$ cat src/rtl/font_pkg.sv
// Shared types and constants for the font loader.
//   CODE_POINT_W        : width of a code-point byte
//   GLYPH_ROW_W         : width of one glyph row (one byte, MSB = leftmost pixel)
//   GLYPH_COUNT_W       : width of the saturating written-glyph counter
//   font_loader_state_t : loader FSM states; CHECK/CHECK_EVAL exist only when
//                         FONT_LOADER_CHECKSUM_EN is defined
//   sat_inc             : saturating increment for the glyph counter
package font_pkg;

    localparam int CODE_POINT_W  = 8;
    localparam int GLYPH_ROW_W   = 8;
    localparam int GLYPH_COUNT_W = 9;

`ifdef FONT_LOADER_CHECKSUM_EN
    typedef enum logic [2:0] {
        IDLE,
        DATA,
        CHECK,
        CHECK_EVAL,
        WRITE
    } font_loader_state_t;
`else
    typedef enum logic [1:0] {
        IDLE,
        DATA,
        WRITE
    } font_loader_state_t;
`endif

    function automatic logic [GLYPH_COUNT_W-1:0] sat_inc(input logic [GLYPH_COUNT_W-1:0] value);
        if (value == {GLYPH_COUNT_W{1'b1}}) begin
            return value;
        end
        return value + 1'b1;
    endfunction

endpackage

$ cat src/rtl/font_glyph_assembler.sv
// Collects glyph rows into a bitmap, one byte per row.
//   clk        : clock (rising edge)
//   srst       : synchronous active-high reset, clears rows and counter
//   clear      : restart at row 0 (new packet or abort)
//   load       : store row_byte into the row addressed by the counter
//   row_byte   : incoming row byte
//   last_row   : the counter addresses the final row
//   glyph_next : bitmap including a row being loaded this cycle, so the
//                caller can capture a complete glyph on the same edge that
//                stores the last row. Row r sits at
//                [GLYPH_ROW_W*(GLYPH_HEIGHT-r)-1 -: GLYPH_ROW_W].
module font_glyph_assembler
    import font_pkg::*;
#(
    parameter int GLYPH_HEIGHT = 16
) (
    input  logic                                clk,
    input  logic                                srst,
    input  logic                                clear,
    input  logic                                load,
    input  logic [GLYPH_ROW_W-1:0]              row_byte,
    output logic                                last_row,
    output logic [GLYPH_ROW_W*GLYPH_HEIGHT-1:0] glyph_next
);

    localparam int CNT_W = $clog2(GLYPH_HEIGHT + 1);

    logic [CNT_W-1:0] count_reg;

    always_ff @(posedge clk) begin
        if (srst) begin
            count_reg <= '0;
        end else if (clear) begin
            count_reg <= '0;
        end else if (load) begin
            count_reg <= count_reg + 1'b1;
        end
    end

    assign last_row = (count_reg == CNT_W'(GLYPH_HEIGHT - 1));

    generate
        for (genvar gi = 0; gi < GLYPH_HEIGHT; gi++) begin : g_row
            logic                   hit;
            logic [GLYPH_ROW_W-1:0] row_reg;

            assign hit = load && (count_reg == CNT_W'(gi));

            always_ff @(posedge clk) begin
                if (srst) begin
                    row_reg <= '0;
                end else if (hit) begin
                    row_reg <= row_byte;
                end
            end

            // Row 0 lands in the most significant byte.
            assign glyph_next[GLYPH_ROW_W*(GLYPH_HEIGHT-gi)-1 -: GLYPH_ROW_W] =
                hit ? row_byte : row_reg;
        end
    endgenerate

endmodule

$ cat src/rtl/font_loader.sv
// Streams glyph packets into a font RAM write port.
// Packet: code-point byte, GLYPH_HEIGHT row bytes (row 0 first), and a
// checksum byte when FONT_LOADER_CHECKSUM_EN is defined (XOR of code point
// and all rows; a mismatch drops the glyph and sets a sticky error).
//   clk_hdmi_in     : clock (rising edge)
//   rst_in          : synchronous active-high reset
//   byte_valid_in   : stream byte offered
//   byte_in         : stream byte
//   byte_ready_out  : byte accepted this cycle when valid
//   abort_in        : discard any partial glyph, return to IDLE
//   wr_en_out       : one-cycle font RAM write strobe
//   wr_addr_out     : code point being written (held between writes)
//   wr_data_out     : glyph bitmap (held between writes)
//   busy_out        : FSM not in IDLE
//   glyph_count_out : glyphs written since reset, saturating at 9'h1FF
//   error_out       : sticky checksum failure (0 without the macro)
module font_loader
    import font_pkg::*;
#(
    parameter int GLYPH_HEIGHT = 16
) (
    input  logic                                clk_hdmi_in,
    input  logic                                rst_in,
    input  logic                                byte_valid_in,
    input  logic [7:0]                          byte_in,
    output logic                                byte_ready_out,
    input  logic                                abort_in,
    output logic                                wr_en_out,
    output logic [7:0]                          wr_addr_out,
    output logic [8*GLYPH_HEIGHT-1:0]           wr_data_out,
    output logic                                busy_out,
    output logic [8:0]                          glyph_count_out,
    output logic                                error_out
);

    localparam int DATA_W = GLYPH_ROW_W * GLYPH_HEIGHT;

    font_loader_state_t         state_reg;
    logic [CODE_POINT_W-1:0]    code_reg;
    logic                       wr_en_reg;
    logic [CODE_POINT_W-1:0]    wr_addr_reg;
    logic [DATA_W-1:0]          wr_data_reg;
    logic [GLYPH_COUNT_W-1:0]   count_reg;

    logic                       accept;
    logic                       asm_clear;
    logic                       asm_load;
    logic                       last_row;
    logic [DATA_W-1:0]          glyph_next;

`ifdef FONT_LOADER_CHECKSUM_EN
    logic [7:0]                 xor_reg;
    logic [7:0]                 chk_reg;
    logic                       error_reg;

    assign byte_ready_out = (state_reg != WRITE) && (state_reg != CHECK_EVAL) && !abort_in;
    assign error_out      = error_reg;
`else
    assign byte_ready_out = (state_reg != WRITE) && !abort_in;
    assign error_out      = 1'b0;
`endif

    assign accept    = byte_valid_in && byte_ready_out;
    assign asm_clear = abort_in || ((state_reg == IDLE) && accept);
    assign asm_load  = (state_reg == DATA) && accept;

    font_glyph_assembler #(
        .GLYPH_HEIGHT (GLYPH_HEIGHT)
    ) u_assembler (
        .clk        (clk_hdmi_in),
        .srst       (rst_in),
        .clear      (asm_clear),
        .load       (asm_load),
        .row_byte   (byte_in),
        .last_row   (last_row),
        .glyph_next (glyph_next)
    );

    // Write outputs are loaded on the edge that enters WRITE, so the strobe,
    // address, data and updated count are all valid during the WRITE cycle.
    always_ff @(posedge clk_hdmi_in) begin
        if (rst_in) begin
            state_reg   <= IDLE;
            code_reg    <= '0;
            wr_en_reg   <= 1'b0;
            wr_addr_reg <= '0;
            wr_data_reg <= '0;
            count_reg   <= '0;
`ifdef FONT_LOADER_CHECKSUM_EN
            xor_reg     <= '0;
            chk_reg     <= '0;
            error_reg   <= 1'b0;
`endif
        end else begin
            wr_en_reg <= 1'b0;
            if (abort_in) begin
                // A strobe already in flight (WRITE) completes on its own.
                state_reg <= IDLE;
            end else begin
                case (state_reg)
                    IDLE: begin
                        if (accept) begin
                            code_reg  <= byte_in;
                            state_reg <= DATA;
`ifdef FONT_LOADER_CHECKSUM_EN
                            xor_reg   <= byte_in;
`endif
                        end
                    end
                    DATA: begin
                        if (accept) begin
`ifdef FONT_LOADER_CHECKSUM_EN
                            xor_reg <= xor_reg ^ byte_in;
                            if (last_row) begin
                                state_reg <= CHECK;
                            end
`else
                            if (last_row) begin
                                state_reg   <= WRITE;
                                wr_en_reg   <= 1'b1;
                                wr_addr_reg <= code_reg;
                                wr_data_reg <= glyph_next;
                                count_reg   <= sat_inc(count_reg);
                            end
`endif
                        end
                    end
`ifdef FONT_LOADER_CHECKSUM_EN
                    CHECK: begin
                        if (accept) begin
                            chk_reg   <= byte_in;
                            state_reg <= CHECK_EVAL;
                        end
                    end
                    CHECK_EVAL: begin
                        if (chk_reg == xor_reg) begin
                            state_reg   <= WRITE;
                            wr_en_reg   <= 1'b1;
                            wr_addr_reg <= code_reg;
                            wr_data_reg <= glyph_next;
                            count_reg   <= sat_inc(count_reg);
                        end else begin
                            state_reg <= IDLE;
                            error_reg <= 1'b1;
                        end
                    end
`endif
                    WRITE: begin
                        state_reg <= IDLE;
                    end
                    default: begin
                        state_reg <= IDLE;
                    end
                endcase
            end
        end
    end

    assign wr_en_out       = wr_en_reg;
    assign wr_addr_out     = wr_addr_reg;
    assign wr_data_out     = wr_data_reg;
    assign glyph_count_out = count_reg;
    assign busy_out        = (state_reg != IDLE);

endmodule

$ cat config.mk
export PLATFORM = sky130hd
export DESIGN_NAME = font_loader
export DESIGN_NICKNAME = d
export VERILOG_FILES = /design/src/rtl/font_pkg.sv /design/src/rtl/font_glyph_assembler.sv /design/src/rtl/font_loader.sv
export SDC_FILE = /design/constraint.sdc
export NUM_CORES = 1
export LEC_CHECK = 0
export ABC_AREA = 1
export CAP_MARGIN = 0
export CORE_ASPECT_RATIO = 1.25
export CORE_UTILIZATION = 55
export CTS_CLUSTER_SIZE = 40
export DETAILED_ROUTE_END_ITERATION = 6
export PLACE_DENSITY = 0.87
export SYNTH_ARGS = -nofsm -noshare
export SYNTH_HDL_FRONTEND = slang
export SYNTH_HIERARCHICAL = 1
export SYNTH_SLANG_ARGS = --single-unit
$ cat constraint.sdc
create_clock -name clk_hdmi_in -period 2.3 [get_ports clk_hdmi_in]
set_clock_uncertainty 0.1 [all_clocks]
set_input_delay 0.46 -clock clk_hdmi_in [delete_from_list [all_inputs] [get_ports clk_hdmi_in]]
set_output_delay 0.46 -clock clk_hdmi_in [all_outputs]
set_load 0.05 [all_outputs]
==> run_results.csv, run 1 <==
group,metric,value,unit
worst_hold_path,hold_path_class,"primary input to flip-flop",
run,maxCapViolCount,0,
synthesis,seq_area_frac_synth,0.484,
cts,ctsHtreeMaxLevel,1,
drt,postRouteAntennaNets,0,
cts,clk_latency,0.53,ns
sta,maxSlewViolCount,0,
grt,gr-total-overflow,0,
floorplan,dieArea,0.0223,mm²
synthesis,synth_cells,1694,
worst_setup_path,startpoint_type,"flip-flop",
cts,clock-sinks,289,
floorplan,rows,59,
cts,post-cts-setup-buffer-count,0,
drt,viasPerCell,5.12,
placed_design,place_congestion,0.809,
floorplan,die_x,134,µm
placed_design,dp_cells,2148,
cells_and_area,final_cell_mix,"353 x nand2_1, 291 x nor2_1, 289 x dfxtp_1",
cts,clk_transition_reported_paths,0.06,ns
cells_and_area,area_growth,29.6,%
power_and_ir_drop,ir_worst_vdd,0.545,mV
power_and_ir_drop,power_density,649,mW/mm²
worst_setup_path,worstPathMaxFanout,3,
worst_setup_path,cp.arrival,1.70,ns
cts,clockBufferDepth,3,
synthesis,synth_seq_cells,289,
cts,cts_buffers,27,
cells_and_area,antenna_cells,0,
drt,wl,30900,µm
sta,setup_viol,0,
placed_design,port_buffers,159,
sta,rsz0062_at_grt,"no",
floorplan,start_util,0.568,
worst_setup_path,crit_family,"buffers and inverters",
cells_and_area,mostFrequentLayoutCell,"nand2_1",
synthesis,synth_ff_type,"dfxtp_1",
worst_setup_path,endpoint_kind,"output port",
worst_setup_path,cp_slowest_cell,"clkdlybuf4s50_1",
grt,grt_pass1_vias,10842,
sta,hold_viol_final,0,
sta,period_needed,2.26,ns
worst_setup_path,slowest_delay,0.81,ns
worst_setup_path,crit_required,1.74,ns
placed_design,dp_slack,-0.404,ns
synthesis,ys_warn_count,6,
placed_design,dpl.hpwl,19600,µm
synthesis,syn_area,0.0119,mm²
synthesis,avgSynthCellArea,7.05,µm²
floorplan,die_y,167,µm
drt,drt_first_pass_iters,5,
floorplan,fp.coreArea,0.0210,mm²
drt,drc,0,
worst_setup_path,path_cells,"clkdlybuf4s50_1",
cts,cts-resized-gates,12,
grt,grt_start_max_net_pins,93,
cells_and_area,final_area,0.0155,mm²
sta,tightestPinTransition,0.623,ns
cts,cts-root-buf,"clkbuf_16",
floorplan,ios,161,
placed_design,place_area,0.0145,mm²
grt,grt_usage,0.275,
cts,cts_hold_buf,0,
outcome,run_status,"complete, no violations",
cells_and_area,layoutNonFillerInstCount,2197,
cts,cts_tree,"built",
sta,worst_slack,0.0388,ns
grt,antenna_found_initial,0,
grt,grt_pass1_wl,51000,µm
worst_setup_path,criticalPathCategory,"flip-flop to output port",
sta,fmax,442,MHz
power_and_ir_drop,power,0.0100,W
drt,vias,11259,
drt,avgRoutedWirePerCell,14.1,µm
power_and_ir_drop,leakagePower,7.82,nW
sta,fin_crit_sh,0.983,
sta,slew_headroom,0.583,
cells_and_area,nets,1922,
drt,drt_iter0_drc,777,
cells_and_area,drive_gt1_frac,0.104,
synthesis,async_reset_ff_frac,0,
synthesis,synth_cell_types,25,
synthesis,synthesis.nets,1713,
synthesis,synth_edf_count,0,
worst_setup_path,critical_path_buf_inv_count,1,
==> stage by stage <==
step | hold WS (ns) | utilization | TNS (ns)
3_5_place_dp | 0.342 | 0.688 | -50.07
2_1_floorplan | 0.324 | - | 0
6_report | 0.186 | 0.736 | 0
4_1_cts | 0.178 | 0.733 | 0
3_3_place_gp | 0.334 | 0.688 | -43.64
5_1_grt | 0.185 | 0.736 | 0
==> Yosys cell counts (all sizes together), types with 2 or more instances <==
| master | count | area share |
|---|---|---|
| nand2 | 354 | 0.11 |
| nor2 | 306 | 0.10 |
| dfxtp | 289 | 0.48 |
| inv | 247 | 0.078 |
| o21ai | 156 | 0.065 |
| nor3 | 138 | 0.058 |
| buf | 55 | 0.029 |
| o21bai | 48 | 0.030 |
| clkbuf | 45 | 0.014 |
| a21oi | 23 | 0.0096 |
| nand3 | 22 | 0.0096 |
| ha | 7 | 0.0073 |
| nand4 | 2 | 0.0010 |
==> layer usage <==
layer | vias to the layer above | global-route usage | routed length (µm) | part of all wire
met5 | - | 0 | 0 | 0
met4 | 0 | 0.132 | 1210 | 0.039
met3 | 104 | 0.0344 | 1760 | 0.057
met2 | 394 | 0.476 | 15500 | 0.50
met1 | 5152 | 0.334 | 12400 | 0.40
li1 | 5609 | - | - | -
==> logic make-up (layout without fill, tap and decap cells) <==
logic type	count (synthesis)	in the layout	share of synthesized area
other cells	1	1	0.000314
flops	289	289	0.484
fa+ha+maj	7	7	0.00733
simple gates	822	822	0.282
buf+inv	348	577	0.121
compound gates	227	227	0.105
==> worst paths after layout <==
| kind | start | to | slack [ns] | depth (start not counted) |
|---|---|---|---|---|
| setup reg to reg | state_reg[1] | wr_data_out[50] | 0.15 | 12 |
| setup / recovery | glyph_count_out[8] | glyph_count_out[8] | 0.04 | 1 |
| hold / removal | rst_in | u_assembler/g_row[14].row_reg[0] | 0.19 | 2 |
| hold reg to reg | code_reg[2] | code_reg[2] | 0.36 | 2 |
==> area by class of cell <==
type	count	area (µm²)
tap	274	343
timing repair buffer	280	2720
inverter	248	932
clock buffer	35	756
multi-input combinational	1057	4760
clock inverter	14	190
sequential	289	5790
fill	1553	5560
==> where the power goes <==
part | total, W | switching [W] | internal (W)
Combinational | 0.000335 | 0.000238 | 0.0000973
Sequential | 0.00502 | 0.00000623 | 0.00502
Clock | 0.00468 | 0.00191 | 0.00278
Total | 0.0100 | 0.00215 | 0.00789
Note: power is estimated with default switching activity, not from simulation.
==> inputs of run 2 (changes only) <==
CORE_ASPECT_RATIO = 2   (was 1.25)
==> run 2 against run 1 <==
Effect of this change: fmax down 0.79%; hold slack worse by 0.072 ns; critical path type unchanged; design area up 0.66%; first-iteration DRC count down 18%; critical endpoint is now wr_data_out[119]; utilization up 0.22 points.
==> run_results.csv, run 2 (synthesized netlist as in run 1, its figures left out) <==
group,metric,value,unit
grt,antenna_found_initial,0,
grt,grtUsageMet3,0.0353,
worst_setup_path,startpoint_type,"flip-flop",
drt,avgRoutedWirePerCell,15.1,µm
sta,worst_slack,0.0208,ns
run,maxCapViolCount,0,
cts,cts_buffers,24,
sta,tns,0,ns
sta,setup_viol,0,
worst_hold_path,hold_path_class,"primary input to flip-flop",
cells_and_area,mostFrequentLayoutCell,"nand2_1",
sta,maxSlewViolCount,0,
cts,clk_transition_reported_paths,0.07,ns
grt,gr-total-overflow,0,
floorplan,start_util,0.566,
grt,grt_start_max_net_pins,97,
floorplan,die_x,106,µm
outcome,run_status,"complete, no violations",
cts,cts-root-buf,"clkbuf_16",
worst_setup_path,cp_slowest_cell,"clkdlybuf4s50_1",
sta,slew_headroom,0.489,
placed_design,dp_slack,-0.544,ns
placed_design,place_congestion,0.920,
power_and_ir_drop,ir_worst_vdd,0.822,mV
worst_setup_path,critical_path_buf_inv_count,1,
drt,drc,0,
cells_and_area,nets,1936,
worst_setup_path,crit_family,"buffers and inverters",
worst_setup_path,crit_required,1.74,ns
grt,grtUsageMet1,0.307,
worst_setup_path,criticalPathCategory,"flip-flop to output port",
drt,viasPerCell,5.27,
worst_setup_path,cp.arrival,1.72,ns
sta,fin_crit_sh,0.991,
power_and_ir_drop,power_density,629,mW/mm²
cells_and_area,fill_cells,1560,
cells_and_area,drive_gt1_frac,0.113,
floorplan,dieArea,0.0223,mm²
placed_design,dp_cells,2160,
power_and_ir_drop,leakagePower,7.75,nW
worst_setup_path,worstPathMaxFanout,2,
drt,drt_first_pass_iters,5,
placed_design,port_buffers,159,
cts,clock-sinks,289,
grt,grt_pass1_vias,11311,
grt,use_met2,0.537,
power_and_ir_drop,power,0.00980,W
placed_design,dpl.hpwl,21300,µm
sta,rsz0062_at_grt,"yes",
worst_setup_path,path_cells,"clkdlybuf4s50_1",
sta,hold_viol_final,0,
drt,vias,11623,
floorplan,fp.coreArea,0.0211,mm²
cts,cts_hold_buf,0,
drt,drt_iter0_drc,636,
cells_and_area,antenna_cells,0,
grt,grt_pass1_wl,53100,µm
cells_and_area,area_growth,30.5,%
drt,wl,33300,µm
worst_setup_path,endpoint_kind,"output port",
floorplan,die_y,210,µm
cts,clockBufferDepth,3,
cts,cts_tree,"built",
floorplan,rows,75,
cells_and_area,final_cell_mix,"352 x nand2_1, 290 x nor2_1, 289 x dfxtp_1",
drt,postRouteAntennaNets,0,
cells_and_area,layoutNonFillerInstCount,2204,
floorplan,ios,161,
grt,grt_usage,0.295,
cells_and_area,finish.utilization,0.738,
sta,period_needed,2.28,ns
cts,clk_latency,0.52,ns
sta,fmax,439,MHz
cts,ctsHtreeMaxLevel,1,
worst_setup_path,slowest_delay,0.83,ns
sta,tightestPinTransition,0.767,ns
grt,top_usage_layer,"met2",
run 2: final timing paths:
check | startpoint | endpoint | slack [ns] | depth (start not counted)
setup reg to reg | u_assembler/count_reg[0] | wr_data_out[2] | 0.05 | 10
hold / removal | rst_in | u_assembler/g_row[13].row_reg[7] | 0.11 | 2
setup / recovery | wr_data_out[119] | wr_data_out[119] | 0.02 | 1
hold reg to reg | code_reg[7] | code_reg[7] | 0.35 | 2
run 2: area by class of cell:
cell class / count / area, µm² / share of cell area
Inverter: 248 / 932 / 0.0598
Clock inverter: 11 / 180 / 0.0116
Clock buffer: 33 / 666 / 0.0427
Timing Repair Buffer: 297 / 2860 / 0.183
Tap cell: 269 / 337 / 0.0216
Sequential cell: 289 / 5790 / 0.371
Multi-Input combinational cell: 1057 / 4830 / 0.310
run 2: what timing repair did:
| action | CTS | global route |
|---|---|---|
| pin swaps | 0 | 1 |
| setup buffers | 0 | 0 |
| resized for setup | 12 | 34 |
| hold endpoints to repair | 0 | 0 |
| endpoints found under the setup margin | 13 | 146 |
run 2: where the power goes:
group | internal (W) | total [W] | leakage [nW] | switching (W)
Combinational | 0.000114 | 0.000364 | 5.01 | 0.000250
Sequential | 0.00501 | 0.00502 | 2.33 | 0.00000637
Clock | 0.00259 | 0.00441 | 0.418 | 0.00182
run 2: metal layers:
metal,up-vias,part of all wire
met5,-,0
met2,434,0.52
li1,5642,-
met3,160,0.052
met4,0,0.067
met1,5387,0.36
run 2: through the flow:
| stage | area, µm² | hold slack, ns |
|---|---|---|
| after floorplan | 12000 | 0.324 |
| after global placement | 14600 | 0.335 |
| after detailed placement | 14600 | 0.337 |
| after CTS | 15500 | 0.105 |
| after global routing | 15600 | 0.114 |
| final | 15600 | 0.114 |
